<file path="config.mk">
export PLATFORM = sky130hd
export DESIGN_NAME = mult_div_unit
export DESIGN_NICKNAME = d
export VERILOG_FILES = /design/src/rtl/mult_div_unit.sv
export SDC_FILE = /design/constraint.sdc
export NUM_CORES = 1
export LEC_CHECK = 0
export CORE_MARGIN = 2
export CORE_UTILIZATION = 30
export CTS_CLUSTER_DIAMETER = 120
export CTS_CLUSTER_SIZE = 10
export DETAILED_ROUTE_END_ITERATION = 6
export PLACE_DENSITY = 0.43
export SLEW_MARGIN = 15
export SYNTH_ARGS = -nofsm -noshare
export SYNTH_HDL_FRONTEND = slang
export SYNTH_SLANG_ARGS = --single-unit
</file>
<file path="constraint.sdc">
create_clock -name clk -period 6 [get_ports clk]
set_clock_uncertainty 0.05 [all_clocks]
set_input_delay 1.8 -clock clk [delete_from_list [all_inputs] [get_ports clk]]
set_output_delay 1.8 -clock clk [all_outputs]
set_load 0.005 [all_outputs]
</file>
<file path="src/rtl/mult_div_unit.sv">
// Multicycle signed MULT/DIV unit: radix-2 Booth multiply and restoring divide,
// one step per clock, with results committed to hi/lo in a single FINISH cycle.
module mult_div_unit #(
    parameter int unsigned WIDTH = 32
) (
    input  logic             clk,
    input  logic             reset,
    input  logic             start_mult,
    input  logic             start_div,
    input  logic [WIDTH-1:0] op_a,
    input  logic [WIDTH-1:0] op_b,
    output logic             busy,
    output logic             done,
    output logic             div_zero,
    output logic [WIDTH-1:0] hi,
    output logic [WIDTH-1:0] lo
);
    localparam int unsigned CW        = $clog2(WIDTH);
    localparam logic [CW-1:0] LAST_STEP = CW'(WIDTH - 1);

    typedef enum logic [1:0] {
        IDLE     = 2'd0,
        MULT_RUN = 2'd1,
        DIV_RUN  = 2'd2,
        FINISH   = 2'd3
    } state_t;

    state_t          state;
    logic [CW-1:0]   count;
    logic            is_div;

    // Booth registers; acc carries one guard bit so subtracting the most negative multiplicand cannot wrap
    logic [WIDTH:0]   acc;
    logic [WIDTH-1:0] mq;
    logic             mq_1;
    logic [WIDTH-1:0] mcand;

    // Divide registers operate on magnitudes
    logic [WIDTH-1:0] rem;
    logic [WIDTH-1:0] quo;
    logic [WIDTH-1:0] dvs;
    logic             neg_q;
    logic             neg_r;

    logic [WIDTH:0]   mcand_x;
    logic [WIDTH:0]   acc_sum;
    logic [WIDTH:0]   shifted;
    logic [WIDTH+1:0] diff;
    logic             ge;
    logic [WIDTH-1:0] rem_next;
    logic             unused_diff_msb;

    // One Booth add/subtract step ahead of the arithmetic shift
    always_comb begin
        mcand_x = {mcand[WIDTH-1], mcand};
        acc_sum = acc;
        case ({mq[0], mq_1})
            2'b01:   acc_sum = acc + mcand_x;
            2'b10:   acc_sum = acc - mcand_x;
            default: acc_sum = acc;
        endcase
    end

    // One restoring-division trial subtraction
    always_comb begin
        shifted  = {rem, quo[WIDTH-1]};
        diff     = {1'b0, shifted} - {2'b00, dvs};
        ge       = ~diff[WIDTH+1];
        rem_next = ge ? diff[WIDTH-1:0] : shifted[WIDTH-1:0];
    end

    // A successful trial always leaves a remainder below the divisor, so this bit is always zero
    assign unused_diff_msb = diff[WIDTH];

    always_ff @(posedge clk or negedge reset) begin
        if (!reset) begin
            state    <= IDLE;
            count    <= '0;
            is_div   <= 1'b0;
            acc      <= '0;
            mq       <= '0;
            mq_1     <= 1'b0;
            mcand    <= '0;
            rem      <= '0;
            quo      <= '0;
            dvs      <= '0;
            neg_q    <= 1'b0;
            neg_r    <= 1'b0;
            busy     <= 1'b0;
            done     <= 1'b0;
            div_zero <= 1'b0;
            hi       <= '0;
            lo       <= '0;
        end else begin
            done     <= 1'b0;
            div_zero <= 1'b0;
            case (state)
                IDLE: begin
                    if (start_mult) begin
                        mcand  <= op_a;
                        acc    <= '0;
                        mq     <= op_b;
                        mq_1   <= 1'b0;
                        count  <= '0;
                        is_div <= 1'b0;
                        busy   <= 1'b1;
                        state  <= MULT_RUN;
                    end else if (start_div) begin
                        if (op_b == '0) begin
                            div_zero <= 1'b1;
                        end else begin
                            rem    <= '0;
                            quo    <= op_a[WIDTH-1] ? -op_a : op_a;
                            dvs    <= op_b[WIDTH-1] ? -op_b : op_b;
                            neg_q  <= op_a[WIDTH-1] ^ op_b[WIDTH-1];
                            neg_r  <= op_a[WIDTH-1];
                            count  <= '0;
                            is_div <= 1'b1;
                            busy   <= 1'b1;
                            state  <= DIV_RUN;
                        end
                    end
                end
                MULT_RUN: begin
                    acc   <= {acc_sum[WIDTH], acc_sum[WIDTH:1]};
                    mq    <= {acc_sum[0], mq[WIDTH-1:1]};
                    mq_1  <= mq[0];
                    count <= count + CW'(1);
                    if (count == LAST_STEP) state <= FINISH;
                end
                DIV_RUN: begin
                    rem   <= rem_next;
                    quo   <= {quo[WIDTH-2:0], ge};
                    count <= count + CW'(1);
                    if (count == LAST_STEP) state <= FINISH;
                end
                FINISH: begin
                    // Quotient truncates toward zero; remainder follows the dividend's sign
                    if (is_div) begin
                        hi <= neg_r ? -rem : rem;
                        lo <= neg_q ? -quo : quo;
                    end else begin
                        hi <= acc[WIDTH-1:0];
                        lo <= mq;
                    end
                    done  <= 1'b1;
                    busy  <= 1'b0;
                    state <= IDLE;
                end
                default: state <= IDLE;
            endcase
        end
    end
endmodule

</file>
==> results of run 1 <==
==> synth_stat cells (all sizes together) (9+ instances only) <==
cell type | number | area (sq um)
nor2 | 194 | 728
clkbuf | 91 | 343
nand2 | 222 | 841
a21oi | 213 | 1080
or4 | 15 | 120
mux2i | 52 | 521
a22o | 19 | 166
o211ai | 11 | 82.6
a211oi | 15 | 113
a21o | 44 | 330
inv | 73 | 274
o31ai | 41 | 308
nand3 | 27 | 135
nor2b | 14 | 87.6
o21a | 11 | 82.6
mux2 | 99 | 1110
xor2 | 128 | 1120
xnor2 | 68 | 596
buf | 23 | 115
a31oi | 9 | 56.3
nand2b | 10 | 62.6
o21ai | 186 | 931
nor4 | 16 | 100
o41ai | 17 | 156
or3 | 22 | 143
ha | 76 | 951
a22oi | 17 | 128
nand4 | 11 | 68.8
dfrtp | 270 | 6760
nor3 | 32 | 160
==> sequential cells by signal, summed over array words and instances, names as in the netlist, 32 cells and up <==
signal,count
hi,32
mq,32
mcand,32
rem,32
lo,32
acc,32
quo,32
dvs,32
==> path summary, 6_finish.rpt <==
path | slack [ns] | cells after the start | end
worst max-delay path | 1.12 | 19 | acc[31]
worst min-delay path | 0.46 | 1 | count[4]
worst max register to register | 1.12 | 19 | acc[31]
worst min register to register | 0.46 | 1 | count[4]
max in group asynchronous | 3.61 | 2 | rem[29]
min in group asynchronous | 1.15 | 1 | lo[8]
==> final cells by class <==
cell class	instances	area share, %
clock inverters	1	0.141
multi-input cells	1656	51.4
flip-flops and latches	270	31.8
well taps	782	4.60
clock buffers	31	3.55
repair buffers	155	7.19
inverters	73	1.29
diodes	2	0.0235
==> through the flow <==
step           total power [mW]  cell area (sq um)
2_1_floorplan              7.89              18400
3_3_place_gp               10.2              20500
3_5_place_dp               10.3              20500
4_1_cts                    12.0              21300
5_1_grt                    12.9              21300
6_report                   11.9              21300
==> routing by layer <==
layer	vias to the layer above	share of wire [%]
li1	7644	-
met1	7629	48
met2	238	48
met3	62	2.5
met4	0	2.0
met5	-	0
==> worst max-delay path, delay by kind of cell (launching register included) <==
| kind | cells | cell delay, ns |
|---|---|---|
| and+or+nand+nor | 7 | 1.84 |
| AOI/OAI and AO/OA | 9 | 1.40 |
| xor gates and xnor gates | 2 | 0.58 |
| DFF | 1 | 0.44 |
| adders and majority gates | 1 | 0.40 |
==> where the power goes <==
part	leakage (nW)	switching, mW	total (mW)	internal, mW
registers	3.37	0.917	3.50	2.58
logic	5.56	3.85	6.72	2.87
clock network	0.382	0.775	1.66	0.881
==> kinds of logic (layout without fill, tap and decap cells) <==
group,count (synthesis),count (layout),synth area share [%]
AOI/OAI and AO/OA,631,631,20.9
xor gates and xnor gates,196,196,9.34
adders and majority gates,78,78,5.39
buffers and inverters,187,260,3.98
DFF,270,270,36.7
muxes,151,151,8.89
other,0,2,0
and+or+nand+nor,600,600,14.7
==> impl_results.md, run 1 <==
- GRT Max-Usage Layer: met2
- Outcome: finished clean
- Num CTS Buffers: 30
- Cells along the critical path: nor3_1, nand2_1, nor4bb_1, nand2_1, nor2_1, nand2_1, nor2_1, a21oi_1, xnor2_1, ha_1, a21o_1, a21o_1, a21o_1, a21o_1, a21oi_1, o21ai_0, a21oi_1, xnor2_1, o22ai_1
- CTS Hold Bufs: 0
- Root buffer cell: clkbuf_16
- Critical path class: register to register
- Clock sink total: 270
- Pwr per Cell Area: ~560 nW/um^2
- Initial antenna violation count: 1
- FF-to-FF Start: mcand[3]
- Cell variety after synth: 75
- Met1 Use GR: a little over a quarter
- CP Data Arrival Time: 5.24 ns
- Commonest non-fill, non-tap cell in the layout: dfrtp_1
- Initial Util: 30.4%
- Avg Inst Size Synth: 8.70 sq um
- Tcrit/Tclk final: ~80%
- Area Overhead vs Synth: 15.6%
- Slowest CP cell: nor4bb_1
- Post-CTS Setup Inserts: 0
- Vias in the first global route: 15,400
- Antenna viol nets, final: 0
- Seq cells post-synth: 270
- First drt pass iteration count: 5
- Skew-Pair Late Insertion Delay: 0.60 ns
- Initial DRC Count: 984
- Non-filler cells, final: 2,970
- Max_cap viols: 0
- Multi-input logic area: 10,900 sq um
- Fillers: 6,235
- Hold_sp: count[4]
- Clk buf depth: 3
- DIE AREA: 63,300 sq um
- Synthesized area: 18,400 sq um
- Final design utilization: a little over a third
- Die height: 252 microns
- Place WS: 0.924 ns
- Port buffer count: roughly 130
- Met2 usage: between 30% and 40%
- Worst VDD drop: ~0.00029 V
- Fin nets: 2,332
- Most frequent cells in the layout: 269 x dfrtp_1, 220 x nand2_1, 212 x a21oi_1
- Worst-margin pin slew: 1.06 ns
- Crit-path most repeated cell: a21o_1
- DRC viols: 0
- DP HPWL: roughly 47,000 microns
- Number of gates resized after cts: 0
- Die W: 252 microns
- Critical path peak fanout: 7
- Slew HR: around 30%
- Placer's final routability congestion estimate: 0.845
- Total core area: a little over 60,000 sq um
- Crit. End Element: register
- Async SR Flop Fraction: 100%
- Inst Count DP: 2,936
- CP max stage delay: roughly 0.56 ns
- Final WS setup: roughly 1.1 ns
- Final hold vios: 0
- Critical path startpoint: mcand[3]
- Synth Instances: 2,113
- Sequential cell area: 6760 sq um
- CP required: 6.37 ns
- Setup-failing EPs final: 0
- Fmax: 0.205 GHz
- CTS tree: built
- CP Launch Type: register
- Row count: 90
- Vias per std cell: 5.24
- H-tree Lvls: 1
- Setup TNS: 0 ns
- Global-route wire length before repair: 93,800 microns
- Share of layout cells above drive strength 1: 7.96%
- WHS: roughly 0.46 ns
- RSZ-0062 raised after global routing: no
- Via count: 15,600
- IO Count: 135
- Synthesis Warnings: 0
- Hold crit path type: register to register
- Fin crit period: 4.88 ns
- Leakage power: between 9 and 10 nW
- Ys flop type: dfrtp_1
- Post-synthesis sequential area ratio: 36.7%
- Slew Viols, Final: 0
- Synth Net Count: 2,259
- Met3 Usage GRT: about 1.7%
- WL final: 61,200 microns
- Overall Global Routing Usage: 19.1%
- Largest net degree at the start of global routing: 108
- Grt total ovfl: 0
- EDFF count, synth: 0
- Worst-path clk slew: approximately 0.060 ns
- Detail-routed net length per standard cell: 20.6 microns
No activity file was read; power rests on OpenSTA's default activity.
==> run 2, diff against run 1 <==
--- a/config.mk
+++ b/config.mk
@@ -10,7 +10,7 @@
 export CTS_CLUSTER_DIAMETER = 120
 export CTS_CLUSTER_SIZE = 10
 export DETAILED_ROUTE_END_ITERATION = 6
-export PLACE_DENSITY = 0.43
+export PLACE_DENSITY = 0.45
 export SLEW_MARGIN = 15
 export SYNTH_ARGS = -nofsm -noshare
 export SYNTH_HDL_FRONTEND = slang
==> constraint.sdc (replaced) <==
create_clock -name clk -period 4.09 [get_ports clk]
set_clock_uncertainty 0.05 [all_clocks]
set_input_delay 1.227 -clock clk [delete_from_list [all_inputs] [get_ports clk]]
set_output_delay 1.227 -clock clk [all_outputs]
set_load 0.005 [all_outputs]
==> run 2 against run 1 <==
  * Worst setup slack worse by 0.91 ns
  * Non-clock buffer count grew 153
  * First-iteration DRC count down 5.8%
  * Fmax grew 26%
  * Largest power group unchanged
  * Hold slack is essentially flat
  * Register-to-register slack worse by 0.91 ns
  * Global-route usage rose by 0.22 points
  * Critical path depth is 3 lower
  * Clock power up 45%
  * Design area increased by 6.3%
  * Die area stayed put
  * Routed wire length up 1.4%
==> impl_results.md, run 2 (same netlist as run 1, synthesis figures left out) <==
- Overall Global Routing Usage: 19.3%
- Initial DRC Count: about 900
- Worst-margin pin slew: 1.08 ns
- First drt pass iteration count: 5
- Fin crit period: ~3.9 ns
- Vias per std cell: 5.20
- Global-route wire length before repair: 95,200 microns
- Combinational fraction of design power: 58.8%
- Setup-failing EPs final: 0
- Critical path class: register to register
- CP Launch Type: register
- Initial antenna violation count: 3
- Skew-Pair Late Insertion Delay: approximately 0.6 ns
- Antenna viol nets, final: 0
- Most frequent cells in the layout: 269 x dfrtp_1, 219 x nand2_1, 210 x a21oi_1
- DP HPWL: a little under 50,000 microns
- Total core area: 60,500 sq um
- Largest net degree at the start of global routing: 82
- Die height: 252 microns
- Initial Util: 30.4%
- Port buffer count: 134
- Placer's final routability congestion estimate: a little over 0.9
- Leakage power: 10.1 nW
- Clock sink total: 270
- Max_cap viols: 0
- IO Count: 135
- Area Overhead vs Synth: 22.9%
- Place WS: -0.224 ns
- Via count: 16,200
- Clock power frac: 13.3%
- Net switching power: 8.25 mW
- Fillers: ~6,200
- CP required: 4.52 ns
- Worst Reg-to-Reg Cells: 16
- Final hold vios: 0
- CTS Hold Bufs: 0
- Die W: 252 microns
- DIE AREA: roughly 63,000 sq um
- H-tree Lvls: 1
- Post-placement cell area: 21,700 sq um
- Worst-path clk slew: roughly 0.060 ns
- Share of layout cells above drive strength 1: approximately 15%
- Crit. End Element: register
- CP Data Arrival Time: 4.31 ns
- Vias in the first global route: 15,800
- Row count: 90
- Sequential share of power: 27.9%
- Worst setup endpoint: acc[28]
- Worst R2R Setup Slack: 0.21 ns
- Slew HR: approximately 28%
- Critical path peak fanout: 3
- Outcome: finished clean
- Internal: 9.85 mW
- Detail-routed net length per standard cell: 19.9 microns
- Pwr per Cell Area: 801 nW/um^2
- Hold crit path type: register to register
- Root buffer cell: clkbuf_16
- Final WS setup: about 0.21 ns
- Worst VDD drop: 0.000419 V
- Net Sw Frac: 45.6%
- Fin nets: 2,485
- CTS tree: built
- Grt total ovfl: 0
- Commonest non-fill, non-tap cell in the layout: dfrtp_1
- Slew Viols, Final: 0
- WL final: 62,000 microns
- Num CTS Buffers: 30
- Fmax: 0.258 GHz
- Final Cell Area: 22,600 sq um
- Worst R2R End: acc[28]
- Tcrit/Tclk final: 94.9%
- Clk buf depth: 3
- Critical path startpoint: mcand[12]
- FF-to-FF Start: mcand[12]
- Hold_sp: lo[11]
- DRC viols: 0
[run 2: cell types whose count changed in the layout (fill, tap and decap cells not counted), sizes merged]
cell	previous run	this run
buf	22	175
clkbuf	31	32
clkinv	1	0
diode	2	3
[run 2: worst max-delay path: stages (launching register included)]
cell and delay (ns):
dfrtp_1 0.41, nor4_2 0.36, nand4_1 0.27, nor3b_2 0.26
buf_4 0.15, a31oi_1 0.10, xnor2_1 0.46, ha_1 0.35
a21o_1 0.19, a21o_1 0.18, a21o_1 0.21, a21oi_1 0.15
o21bai_1 0.11, nand3_1 0.11, nand2_1 0.07, o21a_1 0.16
o31ai_1 0.20
[run 2: how the worst min path moves through the flow]
stage	cells after the start	endpoint
final	1	lo[11]
after global routing	1	hi[22]
after CTS	1	hi[22]
after detailed placement	1	lo[19]
after global placement	1	count[4]
after floorplan	2	mq[10]
[run 2: final cells by class]
cell class / instances / area, sq um / area share, %
antenna: 3 / 7.51 / 0.0332
clock buffer: 32 / 779 / 3.45
inverter: 73 / 274 / 1.21
multi-input combinational: 1656 / 11000 / 48.8
sequential: 270 / 6760 / 29.9
tap: 782 / 978 / 4.33
timing repair buffer: 308 / 2770 / 12.2
[run 2: through the flow]
stage               hold WS [ns]  TNS, ns  total power [mW]  std cells  util [%]
floorplan                  0.422        0              11.6       2113         -
global placement           0.433    -6.65              15.5       3086      35.9
detailed placement         0.444    -8.21              15.6       3086      35.9
CTS                        0.459        0              18.1       3118      37.2
global route               0.471  -0.0106              19.6       3122      37.4
finish                     0.456        0              18.1       3124      37.4
[run 2: what timing repair did]
item                                    CTS  global route
gates cloned                              0             0
endpoints found under the setup margin    2            11
pin swaps                                 0             9
setup buffers                             0             3
gates resized for setup                   1            22
[run 2: power by group through the flow]
stage	sequential, mW	combinational, mW	clock, mW
global placement	5.05	10.4	0
detailed placement	5.08	10.5	0
CTS	5.03	10.6	2.49
global route	5.22	11.8	2.59
finish	5.04	10.6	2.41
floorplan	4.57	7.01	0
[run 2: routing by layer]
layer | part of all wire (%) | vias up | track usage, %
met3 | 3.5 | 77 | 1.89
met1 | 48 | 7851 | 27.3
met5 | 0 | - | 0
li1 | - | 7972 | -
met4 | 2.7 | 0 | 5.00
met2 | 46 | 332 | 31.4
==> run 3, diff against run 2 <==
--- a/config.mk
+++ b/config.mk
@@ -11,6 +11,7 @@
 export CTS_CLUSTER_SIZE = 10
 export DETAILED_ROUTE_END_ITERATION = 6
 export PLACE_DENSITY = 0.45
+export RECOVER_POWER = 50
 export SLEW_MARGIN = 15
 export SYNTH_ARGS = -nofsm -noshare
 export SYNTH_HDL_FRONTEND = slang
==> run 3 against run 2 <==
  * Design area shrank 0.32%
  * Critical path type unchanged
  * Core utilization shrank 0.12 points
  * Combinational power is essentially flat
  * The run now ends with max-capacitance violations, max-slew violations left
  * Sequential share of layout area grew 0.096 points
  * Sequential cell count is the same
  * Critical endpoint unchanged
  * Global-route usage is the same
  * Count of clock-buffer cells in the layout is the same
  * Hold slack lost 0.0032 ns
==> impl_results.md, run 3 (same netlist as run 1, synthesis figures left out) <==
- CP required: 4.52 ns
- Vias per std cell: 5.21
- WHS: 0.453 ns
- Num CTS Buffers: 30
- Fin crit period: 3.88 ns
- Leakage power: 10.1 nW
- Clk buf depth: 3
- Combinational fraction of design power: 58.8%
- Cells along the critical path: inv_1, ha_2, nor2b_2, nand4_1, nor3b_2, buf_4, a31oi_1, xnor2_1, ha_1, a21o_1, a21o_1, a21o_1, a21oi_1, o21bai_1, nand3_1, nand2_1, o21a_1, o31ai_1
- Initial DRC Count: 941
- Net switching power: 8.25 mW
- Final hold vios: 0
- Via count: around 16,000
- Slew Viols, Final: roughly 190
- CP max stage delay: approximately 0.46 ns
- Slowest CP cell: xnor2_1
- Worst Reg-to-Reg Cells: 18
- DIE AREA: 63,300 sq um
- Critical path peak fanout: 3
- Clock power frac: a little over an eighth
- Worst-margin pin slew: 2.16 ns
- H-tree Lvls: 1
- Sequential cell area: 6760 sq um
- Most frequent cells in the layout: 269 x dfrtp_1, 219 x nand2_1, 210 x a21oi_1
- Global-route wire length before repair: 95,200 microns
- Die height: around 250 microns
- CTS tree: built
- Total core area: ~60,000 sq um
- CP Launch Type: register
- Sequential share of power: 27.8%
- Worst VDD drop: 0.000419 V
- Overall Global Routing Usage: 19.3%
- WL final: 62,100 microns
- Die W: 252 microns
- Port buffer count: 134
- Root buffer cell: clkbuf_16
- Skew-Pair Late Insertion Delay: roughly 0.6 ns
- Initial antenna violation count: 3
- IO Count: 135
- Crit-path most repeated cell: a21o_1
- Row count: 90
- Fillers: 6,176
- Setup-failing EPs final: 0
- Hold crit path type: register to register
- Fmax: 0.258 GHz
- Initial Util: 30.4%
- Multi-input logic area: 11,000 sq um
- Critical path class: register to register
- Vias in the first global route: 15,800
- Hold Path Depth: 1
- Slew HR: -43.7%
- Crit. End Element: register
- DP HPWL: 48,600 microns
- Detail-routed net length per standard cell: 19.9 microns
- Placer's final routability congestion estimate: 0.908
- Commonest non-fill, non-tap cell in the layout: dfrtp_1
- Inst Count DP: 3,086
- First drt pass iteration count: 5
- Fin nets: between 2,000 and 2,500
- Worst-path clk slew: 0.06 ns
- Clock sink total: 270
- Outcome: finished with violations
- DRC viols: 0
- CP Data Arrival Time: ~4.3 ns
- Design Power: 18.1 mW
- Grt total ovfl: 0
- Internal: 9.85 mW
- Tcrit/Tclk final: 94.8%
- Antenna viol nets, final: 0
- Net Sw Frac: 45.6%
- Area Overhead vs Synth: 22.6%
- Failing checks: max-capacitance violations, max-slew violations
- Largest net degree at the start of global routing: 82
- Max_cap viols: 3
- Non-filler cells, final: 3,123
- Share of layout cells above drive strength 1: between 10% and 20%
- Pwr per Cell Area: 803 nW/um^2
## run 3: routing by layer
layer  wire length [microns]  up-vias  part of all wire (%)  global-route usage (%)
li1                        -     7971                     -                       -
met1                   29900     7914                    48                    27.3
met2                   28400      308                    46                    31.4
met3                    2120       83                   3.4                    1.89
met4                    1710        0                   2.8                    5.00
met5                       0        -                     0                       0
## run 3: path summary, 6_finish.rpt
path,start,end,slack [ns]
worst max-delay path,mcand[1],acc[28],0.21
worst min-delay path,hi[22],hi[22],0.45
worst max register to register,mcand[1],acc[28],0.21
worst min register to register,hi[22],hi[22],0.45
max in group asynchronous,reset,is_div,0.59
min in group asynchronous,reset,lo[10],1.21
## run 3: power by group through the flow
| stage | clock network (mW) | registers [mW] | logic (mW) |
|---|---|---|---|
| 2_1_floorplan | 0 | 4.57 | 7.01 |
| 3_3_place_gp | 0 | 5.05 | 10.4 |
| 3_5_place_dp | 0 | 5.08 | 10.5 |
| 4_1_cts | 2.49 | 5.03 | 10.6 |
| 5_1_grt | 2.59 | 5.22 | 11.8 |
| 6_report | 2.41 | 5.04 | 10.6 |
## run 3: cell type report
type	instances	area share, %
antenna	2	0.0222
clock buffer	32	3.46
inverter	73	1.22
multi-input combinational	1656	48.9
sequential	270	30.0
tap	782	4.34
timing repair buffer	308	12.0
## run 3: timing repair
action                                  CTS  global route
pin swaps                                 0             9
hold buffers                              0             0
buffers inserted                          0             3
resized for setup                         1            22
endpoints found under the setup margin    2            11
## run 3: worst max-delay path: cells and delay by family, from the launching register on
family | cells | cell delay (ns)
AO/OA/AOI/OAI | 8 | 1.30
AND/OR/NAND/NOR | 5 | 0.83
adder cells (fa/ha/maj) | 2 | 0.54
XOR/XNOR | 1 | 0.46
flip-flops | 1 | 0.38
buffers and inverters | 2 | 0.22
## run 3: stage by stage
step	worst slack [ns]	setup TNS, ns	util, %	area (sq um)
after floorplan	0.222	0	-	18400
after global placement	-0.199	-6.65	35.9	21700
after detailed placement	-0.224	-8.21	35.9	21700
after CTS	0.0851	0	37.2	22500
after global routing	-0.0106	-0.0109	37.3	22500
final	0.214	0	37.3	22500
